## config.mk

```make
export PLATFORM = sky130hd
export DESIGN_NAME = alu_serial_ctrl
export DESIGN_NICKNAME = d
export VERILOG_FILES = /design/src/rtl/alu_serial_ctrl.sv
export SDC_FILE = /design/constraint.sdc
export NUM_CORES = 1
export LEC_CHECK = 0
export ABC_AREA = 1
export BUFFER_PORTS_ARGS = -buffer_cell sky130_fd_sc_hd__buf_2
export CAP_MARGIN = 25
export CORE_ASPECT_RATIO = 1.4
export CORE_MARGIN = 3
export CORE_UTILIZATION = 53
export DETAILED_ROUTE_END_ITERATION = 8
export MAX_ROUTING_LAYER = met4
export PLACE_DENSITY = 0.75
export SLEW_MARGIN = 20
export SYNTH_ARGS = -nofsm -noshare
export SYNTH_HDL_FRONTEND = slang
export SYNTH_SLANG_ARGS = --single-unit
```

## constraint.sdc

```tcl
create_clock -name clk -period 2.2 [get_ports clk]
set_input_delay 0.33 -clock clk [delete_from_list [all_inputs] [get_ports clk]]
set_output_delay 0.33 -clock clk [all_outputs]
set_load 0.01 [all_outputs]
```

## src/rtl/alu_serial_ctrl.sv

```systemverilog
// rtl/alu_serial_ctrl.sv - bit-serial ALU controller driving an external one-bit arithmetic extender
// Optional signed-overflow flag on v: define ALU_SERIAL_CTRL_OVF_FLAG_EN.
module alu_serial_ctrl #(
   parameter int WIDTH = 8
) (
   input  logic             clk,
   input  logic             rst_n,
   input  logic             start,
   input  logic [2:0]       op,
   input  logic [WIDTH-1:0] a,
   input  logic [WIDTH-1:0] b,
   output logic             ext_M,
   output logic             ext_S1,
   output logic             ext_S0,
   output logic             ext_b,
   input  logic             ext_y,
   output logic             busy,
   output logic             done,
   output logic [WIDTH-1:0] result,
   output logic             cout,
   output logic             zero,
   output logic             v
);

   localparam int CW = $clog2(WIDTH);
   localparam logic [CW-1:0] LAST = CW'(WIDTH - 1);

   typedef enum logic [1:0] {
      S_IDLE  = 2'd0,
      S_SHIFT = 2'd1,
      S_DONE  = 2'd2
   } state_t;

   state_t           r_state;
   state_t           w_state_nxt;
   logic [CW-1:0]    r_cnt;
   logic [WIDTH-1:0] r_a;
   logic [WIDTH-1:0] r_b;
   logic [2:0]       r_op;
   logic             r_carry;
   logic [WIDTH-1:0] r_result;
   logic             r_cout;
   logic             r_zero;

   logic             w_accept;
   logic             w_shift;
   logic             w_last;
   logic             w_x;
   logic             w_sum;
   logic             w_carry_nxt;
   logic [WIDTH-1:0] w_result_nxt;

   assign w_accept = (r_state == S_IDLE) && start;
   assign w_shift  = (r_state == S_SHIFT);
   assign w_last   = w_shift && (r_cnt == LAST);

   // Operands shift right each SHIFT cycle so bit 0 is always the current bit.
   always_comb begin
      w_x = 1'b0;
      if (r_op[2]) begin
         w_x = r_a[0];
      end else begin
         case (r_op[1:0])
            2'b00:   w_x = r_a[0] & r_b[0];
            2'b01:   w_x = r_a[0] | r_b[0];
            2'b10:   w_x = r_a[0] ^ r_b[0];
            default: w_x = ~r_a[0];
         endcase
      end
   end

   assign w_sum        = w_x ^ ext_y ^ r_carry;
   assign w_carry_nxt  = (w_x & ext_y) | (w_x & r_carry) | (ext_y & r_carry);
   assign w_result_nxt = {w_sum, r_result[WIDTH-1:1]};

   always_ff @(posedge clk or negedge rst_n) begin
      if (!rst_n) begin
         r_state <= S_IDLE;
      end else begin
         r_state <= w_state_nxt;
      end
   end

   always_comb begin
      w_state_nxt = r_state;
      case (r_state)
         S_IDLE:  if (start) w_state_nxt = S_SHIFT;
         S_SHIFT: if (r_cnt == LAST) w_state_nxt = S_DONE;
         S_DONE:  w_state_nxt = S_IDLE;
         default: w_state_nxt = S_IDLE;
      endcase
   end

   always_comb begin
      ext_M  = 1'b0;
      ext_S1 = 1'b0;
      ext_S0 = 1'b0;
      ext_b  = 1'b0;
      busy   = 1'b0;
      done   = 1'b0;
      case (r_state)
         S_SHIFT: begin
            ext_M  = r_op[2];
            ext_S1 = r_op[1];
            ext_S0 = r_op[0];
            ext_b  = r_b[0];
            busy   = 1'b1;
         end
         S_DONE: begin
            busy = 1'b1;
            done = 1'b1;
         end
         default: ;
      endcase
   end

   // Subtract and increment need the +1 injected as the initial carry.
   always_ff @(posedge clk or negedge rst_n) begin
      if (!rst_n) begin
         r_cnt    <= '0;
         r_a      <= '0;
         r_b      <= '0;
         r_op     <= '0;
         r_carry  <= 1'b0;
         r_result <= '0;
         r_cout   <= 1'b0;
         r_zero   <= 1'b0;
      end else if (w_accept) begin
         r_cnt    <= '0;
         r_a      <= a;
         r_b      <= b;
         r_op     <= op;
         r_carry  <= (op == 3'b101) || (op == 3'b110);
         r_result <= '0;
         r_cout   <= 1'b0;
         r_zero   <= 1'b0;
      end else if (w_shift) begin
         r_cnt    <= w_last ? '0 : r_cnt + CW'(1);
         r_a      <= r_a >> 1;
         r_b      <= r_b >> 1;
         r_carry  <= w_carry_nxt;
         r_result <= w_result_nxt;
         if (w_last) begin
            r_cout <= w_carry_nxt;
            r_zero <= (w_result_nxt == '0);
         end
      end
   end

   assign result = r_result;
   assign cout   = r_cout;
   assign zero   = r_zero;

`ifdef ALU_SERIAL_CTRL_OVF_FLAG_EN
   logic r_v;

   // On the MSB cycle r_carry is the carry into the MSB, w_carry_nxt the carry out.
   always_ff @(posedge clk or negedge rst_n) begin
      if (!rst_n) begin
         r_v <= 1'b0;
      end else if (w_accept) begin
         r_v <= 1'b0;
      end else if (w_last) begin
         r_v <= r_op[2] & (r_carry ^ w_carry_nxt);
      end
   end

   assign v = r_v;
`else
   assign v = 1'b0;
`endif

endmodule

```

Word level (Yosys, flattened, before mapping)

Cells that the tools add are included.

Add/subtract/negate cells: 1
Eq/ne operators: 9
Multiplexer cells: 28
Bitwise gates (word level): 11
Reductions and logical operators: 11

Operators by type and width:

| kind                                                   | count |
|---|---|
| 2-to-1 mux 8 bit                                       | 6 |
| 2-to-1 mux 1 bit                                       | 15 |
| == test 3 bit (second input constant)                  | 3 |
| 2-to-1 mux 3 bit                                       | 3 |
| logical NOT 8 bit                                      | 1 |
| bitwise AND 1 bit                                      | 4 |
| == test 2 x 1 -> 1 bit (second input constant)         | 2 |
| == test 2 bit (second input constant)                  | 2 |
| logical NOT 2 bit                                      | 2 |
| 2-to-1 mux 2 bit                                       | 2 |
| one-hot mux 2 bit (2 select lines)                     | 1 |
| AND reduction 2 bit                                    | 2 |
| nonzero test 2 bit                                     | 2 |
| adder 3 x 1 -> 3 bit (second input constant)           | 1 |
| OR 1 bit                                               | 3 |
| one-hot mux 1 bit (3 select lines)                     | 1 |
| XOR 1 bit                                              | 3 |
| logical AND 1 bit                                      | 2 |
| inequality test 2 x 1 -> 1 bit (second input constant) | 1 |
| inequality test 2 bit (second input constant)          | 1 |
| OR reduction 2 bit                                     | 1 |
| logical OR 1 bit                                       | 1 |
| NOT 1 bit                                              | 1 |

Register bits after elaboration: 35
Input port bits: 23
Output and inout port bits: 17
Logic and storage cells: 69

Longest topological paths before layout

Gate-level depths: netlist of the first run.

Depth after elaboration: 9
Mapped depth: 13
Mapped depth without buffers: 13

Worst setup path after synthesis of the first run

OpenSTA, ideal clock, no wires.

Kind: flip-flop to flip-flop
Start point: register r_a[0]
End point: register r_zero, in the netlist zero
Library setup time: 65 ps
Data arrival time: 1708 ps
Required time: 2135 ps
Slack: 427 ps
Cell stages (with the launch flop): 13
Path buffers: 0
Clock period less this slack: 1773 ps
Cells stage by stage: dfrtp_1 inv_1 ha_1 nand2_1 nand3_1 nand3_1 nand2_1 fa_1 nor2_1 nand2_1 nor2_1 nand2_1 nand2_1

Longest elaborated chain between the ends: 9
Elaborated cells between the ends (all ways): 12
Classes of those cells: mux (5); bitwise (6); reduce/logical (1)

RTL lines:

| what                               | RTL line | text |
|---|---|---|
| from (decl)                        | 37       | `logic [WIDTH-1:0] r_a;` |
| from (signal assigned)             | 139      | `r_a <= r_a >> 1;` |
| XOR 1 bit (tied with other cells)  | 66       | `2'b10: w_x = r_a[0] ^ r_b[0];` |
| one-hot mux 1 bit (3 select lines) | 63       | `case (r_op[1:0])` |
| 2-to-1 mux 1 bit (*)               | 60       | `if (r_op[2]) begin` |
| XOR 1 bit (*) (2 in series)        | 72       | `assign w_sum = w_x ^ ext_y ^ r_carry;` |
| logical NOT 8 bit (*)              | 145      | `r_zero <= (w_result_nxt == '0);` |
| 2-to-1 mux 1 bit (*)               | 143      | `if (w_last) begin` |
| 2-to-1 mux 1 bit (*)               | 137      | `end else if (w_shift) begin` |
| 2-to-1 mux 1 bit (*)               | 128      | `end else if (w_accept) begin` |
| to (signal assigned)               | 145      |  |
| to (decl)                          | 43       | `logic r_zero;` |

Every way passes the cells marked *; elsewhere a longest branch is shown, timed or not. The select of a mux whose other input is x is not followed.
A chain may end at the register's enable or synchronous reset.

Worst setup path after layout of the first run

Same ends and word-level chain as after synthesis.

==> flow_summary.yaml, run 1 <==
sta:
  drv_slew: 0
  hold_viol: 0
  finalSetupTns_ns: 0
  worstMarginPinSlew_ns: 0.761
  setup_viol: 0
  fin_crit_sh: 0.854
  period_minus_slack_ns: 1.88
  fmax_mhz: 532
  maxSlewHeadroom: 0.493
  rsz0062_at_grt: "no"
  final.setup_skew_ns: 0.00947
  fin_ws_ns: 0.321
synth:
  synth-edff-count: 0
  synth_top_cell_area_share: 0.493
  synth_commonest_cells: "nand2_1, dfrtp_1, inv_1"
  synth_area_um2: 1780
  yosysWarnings: 0
  yosys.area.top_type: "dfrtp_1"
  yosysSeqAreaShare: 0.493
  synth-main-ff-cell: "dfrtp_1"
  yosysMostFrequentCell: "nand2_1"
  synth_cell_types: 21
  synth_area_leaders: "dfrtp_1, nand2_1, ha_1, inv_1, nor2_1"
  syn_inst: 219
  async_flop_share: 1.00
  avgSynthCellArea_um2: 8.12
  ys_seq_elements: 35
  synthesis.nets: 251
setup_path:
  crit_path_top_delay_cell: "fa_1"
  start_kind: "register"
  rr_worst_depth: 12
  cpPeakStageDelay_ns: 0.45
  path_common_cell: "nand2_1"
  rr_startpoint: "r_a[0]$_DFFE_PN0P_"
  rr_endpoint: "zero$_DFFE_PN0P_"
  worstPathRequired_ns: 2.43
  path_cells: "inv_1 -> ha_1 -> nand2_1 -> nand3_1 -> nand3_1 -> nand2_1 -> fa_1 -> nor2_1 -> nand2_1 -> nor2_1 -> nand2_1 -> nand2_1"
  worstSetupEndpointType: "register"
  path_max_fanout: 3
  crit_family: "adder cells"
  crit_buf_inv: 1
  critPathKind: "register to register"
  r2r_setup_slack_ns: 0.32
  arrival_ns: 2.11
die:
  core_area_um2: 3150
  rows: 24
  pin_count: 40
  die_w_um: 55.0
  fp.dieH_um: 74.5
  start_util: 0.564
  dieArea_um2: 4100
global_route:
  use_met3: 0.0541
  grtUsageMet2: 0.351
  gr-usage-met1: 0.228
  grt_pass1_vias: 1402
  track_usage: 0.209
  grt_pass1_wl_mm: 5.96
  grt_max_degree: 38
  antenna_found_initial: 0
  busiest_layer: "met2"
  grt_overflow: 0
clock_network:
  htree_num_levels: 2
  cts_sinks: 35
  clockBufferDepth: 2
  cts_resized: 0
  cts_buffers: 5
  clock-root-buffer: "clkbuf_8"
  ctsHoldBuffers: 0
  clock_latency_ns: 0.29
  post_cts_buffers: 0
  tritoncts: "yes"
  path_clk_slew_ns: 0.07
route:
  wire_per_inst_um: 12.1
  wirelength_mm: 3.58
  drtIter0Drc: 63
  drt-pass1-iter-count: 4
  drcViolationCount: 0
  vias_per_cell: 5.11
  num_vias: 1506
  drtAntennaViolNets: 0
layout:
  insertedDiodeCount: 0
  finish.utilization: 0.648
  drive_gt1_frac: 0.203
  nNetsFinal: 287
  syn_to_final_growth_pct: 15.0
power_and_ir_drop:
  irDropWorstVdd_mv: 0.992
  power_density_nw_per_um2: 1420
  power.leakage_nw: 1.12
placement:
  gp_congestion: 0.789
  pre_cts_slack_ns: 0.331
  dp_hpwl_mm: 2.56
  io_buffers: 38
run_status:
  outcome: "complete, no violations"
worst_hold_path:
  hold_path_class: "input pin to async pin"
flow_run:
  cap_violations: 0
## metal layers
metal	vias to the layer above	wire length (um)	part of all wire
met5	-	0	0
met4	0	72	0.020
met3	8	200	0.056
met2	42	1810	0.51
met1	693	1500	0.42
li1	763	-	-
## worst max path at each step
stage	startpoint	end	slack [ns]	depth (start not counted)
final	r_a[0]$_DFFE_PN0P_	zero$_DFFE_PN0P_	0.32	12
after detailed placement	r_a[0]$_DFFE_PN0P_	zero$_DFFE_PN0P_	0.33	12
after floorplan	r_a[0]$_DFFE_PN0P_	zero$_DFFE_PN0P_	0.43	12
after CTS	r_a[0]$_DFFE_PN0P_	zero$_DFFE_PN0P_	0.34	12
after global placement	r_a[0]$_DFFE_PN0P_	zero$_DFFE_PN0P_	0.38	12
after global routing	r_a[0]$_DFFE_PN0P_	zero$_DFFE_PN0P_	0.15	12
## cells by family after synthesis
family / Yosys count / synth area share
adders and majority gates: 9 / 0.0676
AOI/OAI and AO/OA: 35 / 0.113
other: 1 / 0.00211
DFF: 35 / 0.493
buffers and inverters: 39 / 0.0978
and+or+nand+nor: 100 / 0.227
## metrics by stage
stage	cell area (um2)	std cells	power [W]	hold WS [ns]
2_1_floorplan	1780	219	0.00215	0.0344
3_3_place_gp	1960	287	0.00244	0.448
3_5_place_dp	1960	287	0.00248	0.458
4_1_cts	2040	295	0.00294	0.135
5_1_grt	2040	295	0.00319	0.154
6_report	2040	295	0.00291	0.105
## flip-flops by register name (all words and copies together) (netlist names)
signal and flops:
cout 1, r_a 8, r_b 8, r_carry 1, r_cnt 3, r_op 3, r_state 2, result 8
zero 1
## power breakdown
group | switching (W) | internal (W) | total, W
sequential | 0.000203 | 0.000953 | 0.00116
clock | 0.000221 | 0.000222 | 0.000443
combinational | 0.000811 | 0.000497 | 0.00131
total | 0.00124 | 0.00167 | 0.00291
## area by class of cell
class,count,area [um2]
fillers,311,1110
flip-flops and latches,35,876
multi-input cells,145,728
repair buffers,40,205
inverters,28,105
clock buffers,7,76.3
well taps,39,48.8
clock inverters,1,5.00
## cells in the final DEF (no fill, tap or decap), types with 2 or more instances in the layout
master	synthesis	routed
o21ai_0	15	15
ha_1	8	8
clkbuf_8	0	5
nor2_1	23	23
a31oi_1	12	12
nand3_1	16	16
inv_2	2	2
buf_2	7	38
nand2_1	58	58
dfrtp_1	35	35
inv_1	26	26
buf_4	3	2
o211ai_1	2	2
nand2_2	2	2
a21oi_1	3	3
clkbuf_1	0	2
Note: power is estimated with default switching activity, not from simulation.
==> inputs of run 2 (changes only) <==
BUFFER_PORTS_ARGS = -buffer_cell sky130_fd_sc_hd__clkbuf_2   (was -buffer_cell sky130_fd_sc_hd__buf_2)
==> run 2 against run 1 <==
  * Hold slack improved by 0.031 ns
  * First-iteration DRC count is 33% lower
  * Routed wire length grew 2.7%
  * Total power rose by 6.6%
  * Maximum frequency down 1.6%
  * Critical path depth unchanged
  * Register-to-register slack got worse by 0.03 ns
  * Global-route usage increased by 1.6 points
  * Critical endpoint unchanged
  * Largest cell class unchanged
  * Largest power group unchanged
  * Highest routed layer unchanged
==> flow_summary.yaml, run 2 (synthesis gave the netlist of run 1 again) <==
run_status:
  outcome: "complete, no violations"
placement:
  dp_hpwl_mm: 2.62
  io_buffers: 38
  placed_cell_area_um2: 1980
  gp_congestion: 0.735
layout:
  insertedDiodeCount: 0
  mostFrequentLayoutCells: "nand2_1, clkbuf_2, dfrtp_1"
  regArea_um2: 876
  final_common_cell: "nand2_1"
  multi_input_area_um2: 728
  syn_to_final_growth_pct: 17.9
  drive_gt1_frac: 0.217
  nNetsFinal: 289
  finalInstanceArea_um2: 2100
  final.fill_count: 299
worst_hold_path:
  hold_path_class: "input pin to async pin"
clock_network:
  post_cts_buffers: 0
  tritoncts: "yes"
  cts_buffers: 5
  htree_num_levels: 2
  cts_resized: 0
  cts_sinks: 35
  clockBufferDepth: 2
  path_clk_slew_ns: 0.07
  ctsHoldBuffers: 0
  clock_latency_ns: 0.29
  clock-root-buffer: "clkbuf_8"
power_and_ir_drop:
  irDropWorstVdd_mv: 0.954
  power_density_nw_per_um2: 1480
  power.leakage_nw: 1.15
setup_path:
  arrival_ns: 2.14
  worstPathRequired_ns: 2.43
  crit_family: "adder cells"
  crit_path_top_delay_cell: "fa_1"
  path_cells: "inv_1 -> ha_1 -> nand2_1 -> nand3_1 -> nand3_1 -> nand2_1 -> fa_1 -> nor2_1 -> nand2_1 -> nor2_1 -> nand2_1 -> nand2_1"
  crit_buf_inv: 1
  worstSetupEndpointType: "register"
  cp_num_cells: 12
  rr_worst_depth: 12
  cpPeakStageDelay_ns: 0.45
  start_kind: "register"
  path_max_fanout: 3
  critPathKind: "register to register"
  r2r_setup_slack_ns: 0.29
  path_common_cell: "nand2_1"
global_route:
  grt_pass1_wl_mm: 6.49
  grt_overflow: 0
  track_usage: 0.226
  antenna_found_initial: 0
  grt_pass1_vias: 1513
  grt_max_degree: 36
die:
  fp.dieH_um: 74.5
  die_w_um: 55.0
  core_area_um2: 3150
  dieArea_um2: 4100
  start_util: 0.564
  rows: 24
  pin_count: 40
sta:
  maxSlewHeadroom: 0.425
  finalSetupTns_ns: 0
  drv_slew: 0
  setup_viol: 0
  rsz0062_at_grt: "no"
  fmax_mhz: 524
  period_minus_slack_ns: 1.91
  hold_viol: 0
  fin_crit_sh: 0.868
  worstMarginPinSlew_ns: 0.862
  final.setup_skew_ns: 0.00687
route:
  drtIter0Drc: 42
  wire_per_inst_um: 12.4
  drtAntennaViolNets: 0
  wirelength_mm: 3.68
  drcViolationCount: 0
  vias_per_cell: 5.15
  num_vias: 1531
  drt-pass1-iter-count: 4
flow_run:
  cap_violations: 0
## run 2: final timing paths
check	start	end
min in group clk	a[7]	r_a[7]$_DFFE_PN0P_
max reg2reg	r_a[0]$_DFFE_PN0P_	zero$_DFFE_PN0P_
max in group asynchronous	rst_n	r_state[1]$_DFFE_PN0P_
max	r_a[0]$_DFFE_PN0P_	zero$_DFFE_PN0P_
min reg2reg	r_a[7]$_DFFE_PN0P_	r_a[7]$_DFFE_PN0P_
min	rst_n	result[4]$_DFFE_PN0P_
## run 2: final cells by class
cell class | instances | area share
clock buffer | 6 | 0.0394
clock inverter | 2 | 0.0167
tap | 39 | 0.0233
timing repair buffer | 42 | 0.105
sequential | 35 | 0.418
multi-input combinational | 145 | 0.347
inverter | 28 | 0.0501
## run 2: metal layers
layer | share of wire | GRT usage
met1 | 0.42 | 0.263
met3 | 0.052 | 0.0581
met4 | 0.021 | 0.0892
met2 | 0.51 | 0.364
met5 | 0 | -
## run 2: through the flow
step / total power, W / instances / utilization / setup slack (ns) / hold WS (ns)
after floorplan: 0.00215 / 219 / - / 0.427 / 0.0344
after global placement: 0.00247 / 289 / 0.627 / 0.370 / 0.477
after detailed placement: 0.00252 / 289 / 0.627 / 0.299 / 0.485
after CTS: 0.00314 / 297 / 0.665 / 0.285 / 0.169
after global routing: 0.00344 / 297 / 0.665 / 0.0179 / 0.190
final: 0.00310 / 297 / 0.665 / 0.290 / 0.136
## run 2: report_power, final
part	switching [W]	internal, W
Sequential	0.000203	0.000952
Combinational	0.000830	0.000514
Clock	0.000233	0.000367
Total	0.00127	0.00183
==> inputs of run 3 (changes only) <==
ABC_AREA = unset   (was 1)
ABC_CLOCK_PERIOD_IN_PS = 2200   (was unset)
PLACE_DENSITY = 0.76   (was 0.75)
==> run 3 against run 2 <==
  * Cell count is 19% lower
  * Total power is 6.0% lower
  * Sequential power is 3% lower
  * Combinational power hardly changed
  * Highest routed layer unchanged
==> flow_summary.yaml, run 3 <==
route:
  wirelength_mm: 3.57
  wire_per_inst_um: 14.8
  vias_per_cell: 5.34
  drtAntennaViolNets: 0
  drtIter0Drc: 25
  num_vias: 1286
  drcViolationCount: 0
  drt-pass1-iter-count: 5
sta:
  setup_viol: 0
  fmax_mhz: 475
  drv_slew: 0
  fin_ws_ns: 0.0945
  rsz0062_at_grt: "yes"
  hold_viol: 0
  finalSetupTns_ns: 0
  maxSlewHeadroom: 0.423
  worstMarginPinSlew_ns: 0.866
  period_minus_slack_ns: 2.11
  final.setup_skew_ns: 0.00552
  fin_crit_sh: 0.957
  whs_ns: 0.143
setup_path:
  worstSetupEndpointType: "register"
  critPathKind: "register to register"
  worstPathRequired_ns: 2.42
  path_max_fanout: 4
  cpPeakStageDelay_ns: 0.47
  crit_path_top_delay_cell: "fa_1"
  rr_startpoint: "r_a[0]$_DFFE_PN0P_"
  arrival_ns: 2.32
  start_kind: "register"
  path_cells: "inv_2 -> ha_4 -> a2111oi_4 -> a221oi_2 -> fa_1 -> nor4_2 -> nand4_1 -> a21oi_1"
  startpoint: "r_a[0]$_DFFE_PN0P_"
synth:
  synth_fa_ha_area_frac: 0.0684
  synth_area_leaders: "dfrtp_1, mux2i_1, ha_1, o21ai_0, nand2_1"
  yosysMostFrequentCell: "dfrtp_1"
  synth_top_cell_area_share: 0.499
  synth_area_um2: 1760
  synthSimpleGateAreaFrac: 0.118
  synth-edff-count: 0
  yosysSeqAreaShare: 0.499
  synthMuxAreaShare: 0.158
  synth_compound_area_frac: 0.0890
  synth_cell_types: 29
  syn_inst: 164
  ys_seq_elements: 35
  synth_top_family_by_area: "multiplexers"
  synth_xor_area_frac: 0.00499
  synth-main-ff-cell: "dfrtp_1"
  synth_commonest_cells: "dfrtp_1, mux2i_1, nand2_1"
  yosysWarnings: 0
  avgSynthCellArea_um2: 10.7
  yosys.area.top_type: "dfrtp_1"
  synthesis.nets: 196
  async_flop_share: 1.00
layout:
  syn_to_final_growth_pct: 17.9
  nNetsFinal: 234
  mostFrequentLayoutCells: "clkbuf_2, dfrtp_1, mux2i_1"
  final_common_cell: "clkbuf_2"
  drive_gt1_frac: 0.292
  finish.utilization: 0.657
  finalInstanceArea_um2: 2070
  insertedDiodeCount: 0
  final.fill_count: 265
die:
  core_area_um2: 3150
  dieArea_um2: 4050
  die_w_um: 54.7
  start_util: 0.557
  rows: 24
  pin_count: 40
  fp.dieH_um: 74.1
clock_network:
  tritoncts: "yes"
  cts_sinks: 35
  cts_buffers: 5
  path_clk_slew_ns: 0.07
  htree_num_levels: 2
  clockBufferDepth: 2
  ctsHoldBuffers: 0
  clock_latency_ns: 0.29
  clock-root-buffer: "clkbuf_8"
placement:
  placed_cell_area_um2: 1940
  io_buffers: 38
  pre_cts_slack_ns: -0.125
  dp_hpwl_mm: 2.55
  gp_congestion: 0.828
global_route:
  grt_pass1_wl_mm: 5.62
  grt_max_degree: 36
  track_usage: 0.203
  antenna_found_initial: 0
  grt_pass1_vias: 1257
  grt_overflow: 0
power_and_ir_drop:
  power.leakage_nw: 1.06
  power_density_nw_per_um2: 1410
  irDropWorstVdd_mv: 0.783
flow_run:
  cap_violations: 0
run_status:
  outcome: "complete, no violations"
worst_hold_path:
  hold_path_class: "input pin to async pin"
[run 3: changes by cell type after synthesis, moves of 3 or more]
cell / change
a31oi_1: -12
buf_6: +3
inv_1: -20
mux2i_1: +24
nand2_1: -36
nand3_1: -15
nor2_1: -9
nor2b_1: +3
[run 3: cell families (layout without fill, tap and decap cells)]
family          after synthesis  count (layout)
other cells                   1               1
mux                          27              27
compound gates               27              27
buf+inv                      17              55
fa+ha+maj                     9               9
xor+xnor                      1               1
flops                        35              35
simple gates                 47              47
[run 3: final timing paths]
check	to	slack [ns]	cells after the start
max	zero$_DFFE_PN0P_	0.09	8
max in group asynchronous	r_b[0]$_DFFE_PN0P_	1.52	1
min reg2reg	r_state[1]$_DFFE_PN0P_	0.53	1
max reg2reg	zero$_DFFE_PN0P_	0.09	8
min	r_a[3]$_DFFE_PN0P_	0.14	1
min in group clk	r_a[3]$_DFFE_PN0P_	0.24	3
[run 3: worst max-delay path: cells and delay by family, from the launching register on]
kind / cells / cell delay, ns
compound gates: 3 / 0.55
fa+ha+maj: 2 / 0.72
buf+inv: 1 / 0.07
flops: 1 / 0.41
simple gates: 2 / 0.28
[run 3: area by class of cell]
class                           instances  area [um2]  share of cell area
Multi-Input combinational cell        112         817               0.394
Timing Repair Buffer                   42         220               0.106
Sequential cell                        35         876               0.423
Clock buffer                            6        82.6              0.0399
Tap cell                               39        48.8              0.0236
Clock inverter                          1        5.00             0.00242
Inverter                                6        22.5              0.0109
[run 3: per-stage QoR]
stage	power [W]	instances
2_1_floorplan	0.00202	164
3_3_place_gp	0.00225	234
3_5_place_dp	0.00233	234
4_1_cts	0.00293	241
5_1_grt	0.00314	241
6_report	0.00291	241
[run 3: layer usage]
metal | GRT usage | vias to the layer above | share of wire
li1 | - | 627 | -
met1 | 0.226 | 607 | 0.40
met2 | 0.322 | 41 | 0.52
met3 | 0.0461 | 11 | 0.048
met4 | 0.122 | 0 | 0.034
met5 | - | - | 0
[run 3: timing repair]
| item | in CTS | in global routing |
|---|---|---|
| pin swaps | 2 | 2 |
| gates cloned | 0 | 0 |
| setup buffers | 0 | 0 |
| resized for setup | 6 | 2 |
| setup endpoints to repair | 1 | 2 |
[run 3: report_power, final]
| part | internal (W) | total, W | switching [W] |
|---|---|---|---|
| registers | 0.000899 | 0.00112 | 0.000225 |
| logic | 0.000623 | 0.00132 | 0.000700 |
| clock network | 0.000245 | 0.000467 | 0.000221 |
| total | 0.00177 | 0.00291 | 0.00115 |
